$ cat src/rtl/noc_params.sv
// Shared NoC router definitions: flit labels, head-flit fields and the flit format
// carried through the per-VC input buffers.
package noc_params;

   typedef enum logic [1:0] {
      HEAD     = 2'd0,
      BODY     = 2'd1,
      TAIL     = 2'd2,
      HEADTAIL = 2'd3
   } flit_label_t;

   localparam int VC_SIZE           = 2;
   localparam int DEST_ADDR_SIZE    = 4;
   localparam int HEAD_PAYLOAD_SIZE = 16;
   // Body/tail payload spans the whole head-data footprint so the union members line up.
   localparam int FLIT_DATA_SIZE    = VC_SIZE + 2 * DEST_ADDR_SIZE + HEAD_PAYLOAD_SIZE;

   typedef struct packed {
      logic [VC_SIZE-1:0]           vc_id;
      logic [DEST_ADDR_SIZE-1:0]    x_dest;
      logic [DEST_ADDR_SIZE-1:0]    y_dest;
      logic [HEAD_PAYLOAD_SIZE-1:0] head_pl;
   } head_data_t;

   typedef union packed {
      head_data_t                head_data;
      logic [FLIT_DATA_SIZE-1:0] bt_pl;
   } flit_data_t;

   typedef struct packed {
      flit_label_t flit_label;
      flit_data_t  data;
   } flit_t;

endpackage

$ cat src/rtl/circular_buffer.sv
// Per-VC flit FIFO built as a circular buffer with a combinational head output.
// Define CIRCULAR_BUFFER_ERR_EN to add registered overflow_o/underflow_o pulses.
module circular_buffer
   import noc_params::*;
#(
   parameter int BUFFER_SIZE = 8
) (
   input  logic  clk,
   input  logic  rst,
   input  flit_t data_i,
   input  logic  read_i,
   input  logic  write_i,
   output flit_t data_o,
   output logic  is_full_o,
   output logic  is_empty_o
`ifdef CIRCULAR_BUFFER_ERR_EN
   ,
   output logic  overflow_o,
   output logic  underflow_o
`endif
);

   localparam int PTR_W = $clog2(BUFFER_SIZE);
   localparam int CNT_W = $clog2(BUFFER_SIZE + 1);

   flit_t            r_mem [BUFFER_SIZE];
   logic [PTR_W-1:0] r_read_ptr;
   logic [PTR_W-1:0] r_write_ptr;
   logic [CNT_W-1:0] r_num_flits;

   logic w_wr_en;
   logic w_rd_en;

   // Explicit wrap so a non-power-of-two depth never indexes past the last entry.
   function automatic logic [PTR_W-1:0] next_ptr(input logic [PTR_W-1:0] ptr);
      if (ptr == PTR_W'(BUFFER_SIZE - 1))
         return '0;
      return ptr + PTR_W'(1);
   endfunction

   assign is_empty_o = (r_num_flits == '0);
   assign is_full_o  = (r_num_flits == CNT_W'(BUFFER_SIZE));

   assign w_wr_en = write_i & (~is_full_o | read_i);
   assign w_rd_en = read_i & ~is_empty_o;

   assign data_o = r_mem[r_read_ptr];

   // NOTE: storage has no reset; the count alone defines which entries are valid.
   always_ff @(posedge clk) begin
      if (w_wr_en)
         r_mem[r_write_ptr] <= data_i;
   end

   always_ff @(posedge clk or negedge rst) begin
      if (!rst) begin
         r_read_ptr  <= '0;
         r_write_ptr <= '0;
         r_num_flits <= '0;
      end else begin
         if (w_wr_en)
            r_write_ptr <= next_ptr(r_write_ptr);
         if (w_rd_en)
            r_read_ptr <= next_ptr(r_read_ptr);
         case ({w_wr_en, w_rd_en})
            2'b10:   r_num_flits <= r_num_flits + CNT_W'(1);
            2'b01:   r_num_flits <= r_num_flits - CNT_W'(1);
            default: r_num_flits <= r_num_flits;
         endcase
      end
   end

`ifdef CIRCULAR_BUFFER_ERR_EN
   logic r_overflow;
   logic r_underflow;

   always_ff @(posedge clk or negedge rst) begin
      if (!rst) begin
         r_overflow  <= 1'b0;
         r_underflow <= 1'b0;
      end else begin
         r_overflow  <= write_i & is_full_o & ~read_i;
         r_underflow <= read_i & is_empty_o;
      end
   end

   assign overflow_o  = r_overflow;
   assign underflow_o = r_underflow;
`endif

endmodule

$ cat config.mk
export PLATFORM = sky130hd
export DESIGN_NAME = circular_buffer
export DESIGN_NICKNAME = d
export VERILOG_FILES = /design/src/rtl/noc_params.sv /design/src/rtl/circular_buffer.sv
export SDC_FILE = /design/constraint.sdc
export NUM_CORES = 1
export LEC_CHECK = 0
export CORE_MARGIN = 2
export CORE_UTILIZATION = 53
export CTS_CLUSTER_DIAMETER = 30
export DETAILED_ROUTE_END_ITERATION = 10
export PLACE_DENSITY = 0.79
export SYNTH_ARGS = -nofsm -noshare
export SYNTH_HDL_FRONTEND = slang
export SYNTH_SLANG_ARGS = --single-unit
$ cat constraint.sdc
create_clock -name clk -period 4.32 [get_ports clk]
set_clock_uncertainty 0.1 [all_clocks]
set_input_delay 0.648 -clock clk [delete_from_list [all_inputs] [get_ports clk]]
set_output_delay 0.648 -clock clk [all_outputs]
set_load 0.01 [all_outputs]
==> metrics.yaml <==
coreArea_um2: 16700
synth_flop_cell: "edfxtp_1"
syn_area_um2: 9120
vias: 4392
power.switching_mw: 2.37
diodes: 0
reg2reg_from: "r_num_flits[1]"
p_leak_nw: 3.75
tns_ns: 0
cp-start-kind: "flop"
viasPerCell: 5.94
numPortBuffers: 61
area_growth_pct: 24.6
yosysMostFrequentCell: "edfxtp_1"
synth-edff-count: 224
internal-power_mw: 6.00
cts_tree: "built"
async_reset_ff_frac: 0.0427
ys_seq_area_frac: 0.765
wl_um: 18600
worstPathArrival_ns: 2.90
fillers: 1003
hold_class: "input port to async pin"
p_per_area_nw_per_um2: 738
drc_errors: 0
cts_hold_buf: 0
hold_violations: 0
htree_levels: 2
synth_nets: 432
rows: 47
drive_above_1_share: 0.353
post-route-period-util: 0.845
gr-total-overflow: 0
grt_antenna_before_repair: 0
yosysTopAreaCellShare: 0.738
dieArea_um2: 18300
cts_root_buf: "clkbuf_16"
cts.path.max_buffers: 3
gp_congestion: 0.696
wl_per_cell_um: 25.2
post_cts_buffers: 0
required_ns: 3.57
fin_area_um2: 11400
setup_viol: 0
clock_latency_ns: 0.51
numCtsBuffers: 38
max_cap_violations: 0
min_period_ns: 3.65
hold_ws_ns: 0.369
cp_max_fo: 17
ir_worst_vdd_mv: 0.475
grt_usage: 0.215
pwr-share-comb: 0.282
start_util: 0.546
synth.largest_area_cell: "edfxtp_1"
firstDrtPassIters: 4
max_freq_mhz: 274
status: "finished clean"
p_clk_frac: 0.342
grt_pass1_vias: 4776
die_h_um: 135
die_w_um: 135
fin_nets: 532
multi_input_area_um2: 2060
drv_slew: 0
ff2ff_setup_slack_ns: 1.04
drt_iter0_drc: 343
synth-seq-cells: 234
synth_cells: 392
cts_resized: 0
crit-reg2reg-capture: "r_num_flits[3]"
maxSlewHeadroom: 0.397
grt_max_degree: 29
cts.sinks: 234
cts.clk_slew.worst_paths_ns: 0.05
synth_common_cells: "edfxtp_1, mux4_2, mux2_2"
reg2reg_depth: 7
synth_cell_type_count: 33
hpwl_um: 10000
avgSynthCellArea_um2: 23.3
p_seq_frac: 0.376
rsz0062_at_grt: "false"
endpoint_kind: "output pin"
area.sequential_um2: 6980
critPathKind: "flop to output pin"
tightest_slew_ns: 0.905
synthTopCellsByArea: "edfxtp_1, mux4_2, mux2_2"
yosysWarnings: 0
swShare: 0.283
dpl_cell_area_um2: 10100
grt_pass1_wl_um: 28300
drtAntennaViolNets: 0
io_pins: 62
[cell usage in the layout (no fill, tap or decap), types with 2 or more instances in the layout]
cell	instances
clkinv_4	2
mux4_2	56
nand3_1	2
clkinv_8	2
nor2_4	2
clkinv_2	5
clkinvlp_4	4
mux2_4	3
clkbuf_1	2
bufinv_16	2
buf_12	3
o211ai_1	2
inv_6	6
o21ai_0	2
mux2_2	31
clkbuf_16	39
edfxtp_1	224
inv_1	6
clkdlybuf4s50_1	61
buf_4	14
dfrtp_1	8
nand2_1	3
nor3_2	3
nor3b_1	3
clkinv_1	3
a21oi_1	2
ha_1	7
[metal layers]
metal / global-route usage / share of wire / vias up
li1: - / - / 1876
met1: 0.272 / 0.40 / 2315
met2: 0.358 / 0.52 / 169
met3: 0.0651 / 0.067 / 32
met4: 0.0764 / 0.021 / 0
met5: 0 / 0 / -
[cells by family after synthesis]
logic type	count (synthesis)	share of synthesized area
AOI/OAI and AO/OA	11	0.0104
buffers and inverters	24	0.0137
muxes	90	0.182
and+or+nand+nor	23	0.0154
DFF	234	0.765
xor gates and xnor gates	2	0.00192
adders and majority gates	8	0.0118
[worst max-delay path by stage]
stage / startpoint / endpoint / slack [ns] / cells past startpoint
floorplan: read_i / r_mem[2][0] / 0.02 / 2
global placement: read_i / r_num_flits[3] / 1.00 / 7
detailed placement: read_i / r_num_flits[3] / 0.88 / 7
CTS: r_read_ptr[0] / data_o[15] / 0.58 / 4
global route: r_read_ptr[0] / data_o[15] / 0.53 / 4
finish: r_read_ptr[0] / data_o[15] / 0.67 / 4
[through the flow]
step / setup WS (ns) / util / std cells / total power, mW
finish: 0.668 / 0.680 / 739 / 8.38
global route: 0.526 / 0.680 / 739 / 8.70
detailed placement: 0.881 / 0.606 / 672 / 5.53
CTS: 0.585 / 0.680 / 739 / 8.47
global placement: 1.00 / 0.606 / 672 / 5.42
floorplan: 0.0166 / - / 392 / 4.57
[sequential cells by signal (all words and copies together), names as in the netlist]
signal and count:
r_mem 224, r_num_flits 4, r_read_ptr 3, r_write_ptr 3
[critical path, stage by stage (launching register included)]
cell and delay, ns:
dfrtp_4 0.62, buf_4 0.39, mux4_2 0.57, mux2_2 0.30, clkdlybuf4s50_1 0.51
[power groups by stage]
stage	logic, mW	registers [mW]	clock network (mW)
after floorplan	1.57	3.00	0
after global placement	2.27	3.15	0
after detailed placement	2.35	3.18	0
after CTS	2.40	3.16	2.91
after global routing	2.52	3.19	3.00
final	2.36	3.15	2.87
[layout make-up]
class / instances / share of cell area
multi-input combinational: 134 / 0.182
tap: 220 / 0.0242
clock buffer: 42 / 0.0878
timing repair buffer: 78 / 0.0683
clock inverter: 25 / 0.0212
inverter: 6 / 0.00198
sequential: 234 / 0.615
(Power assumes the default switching activity.)
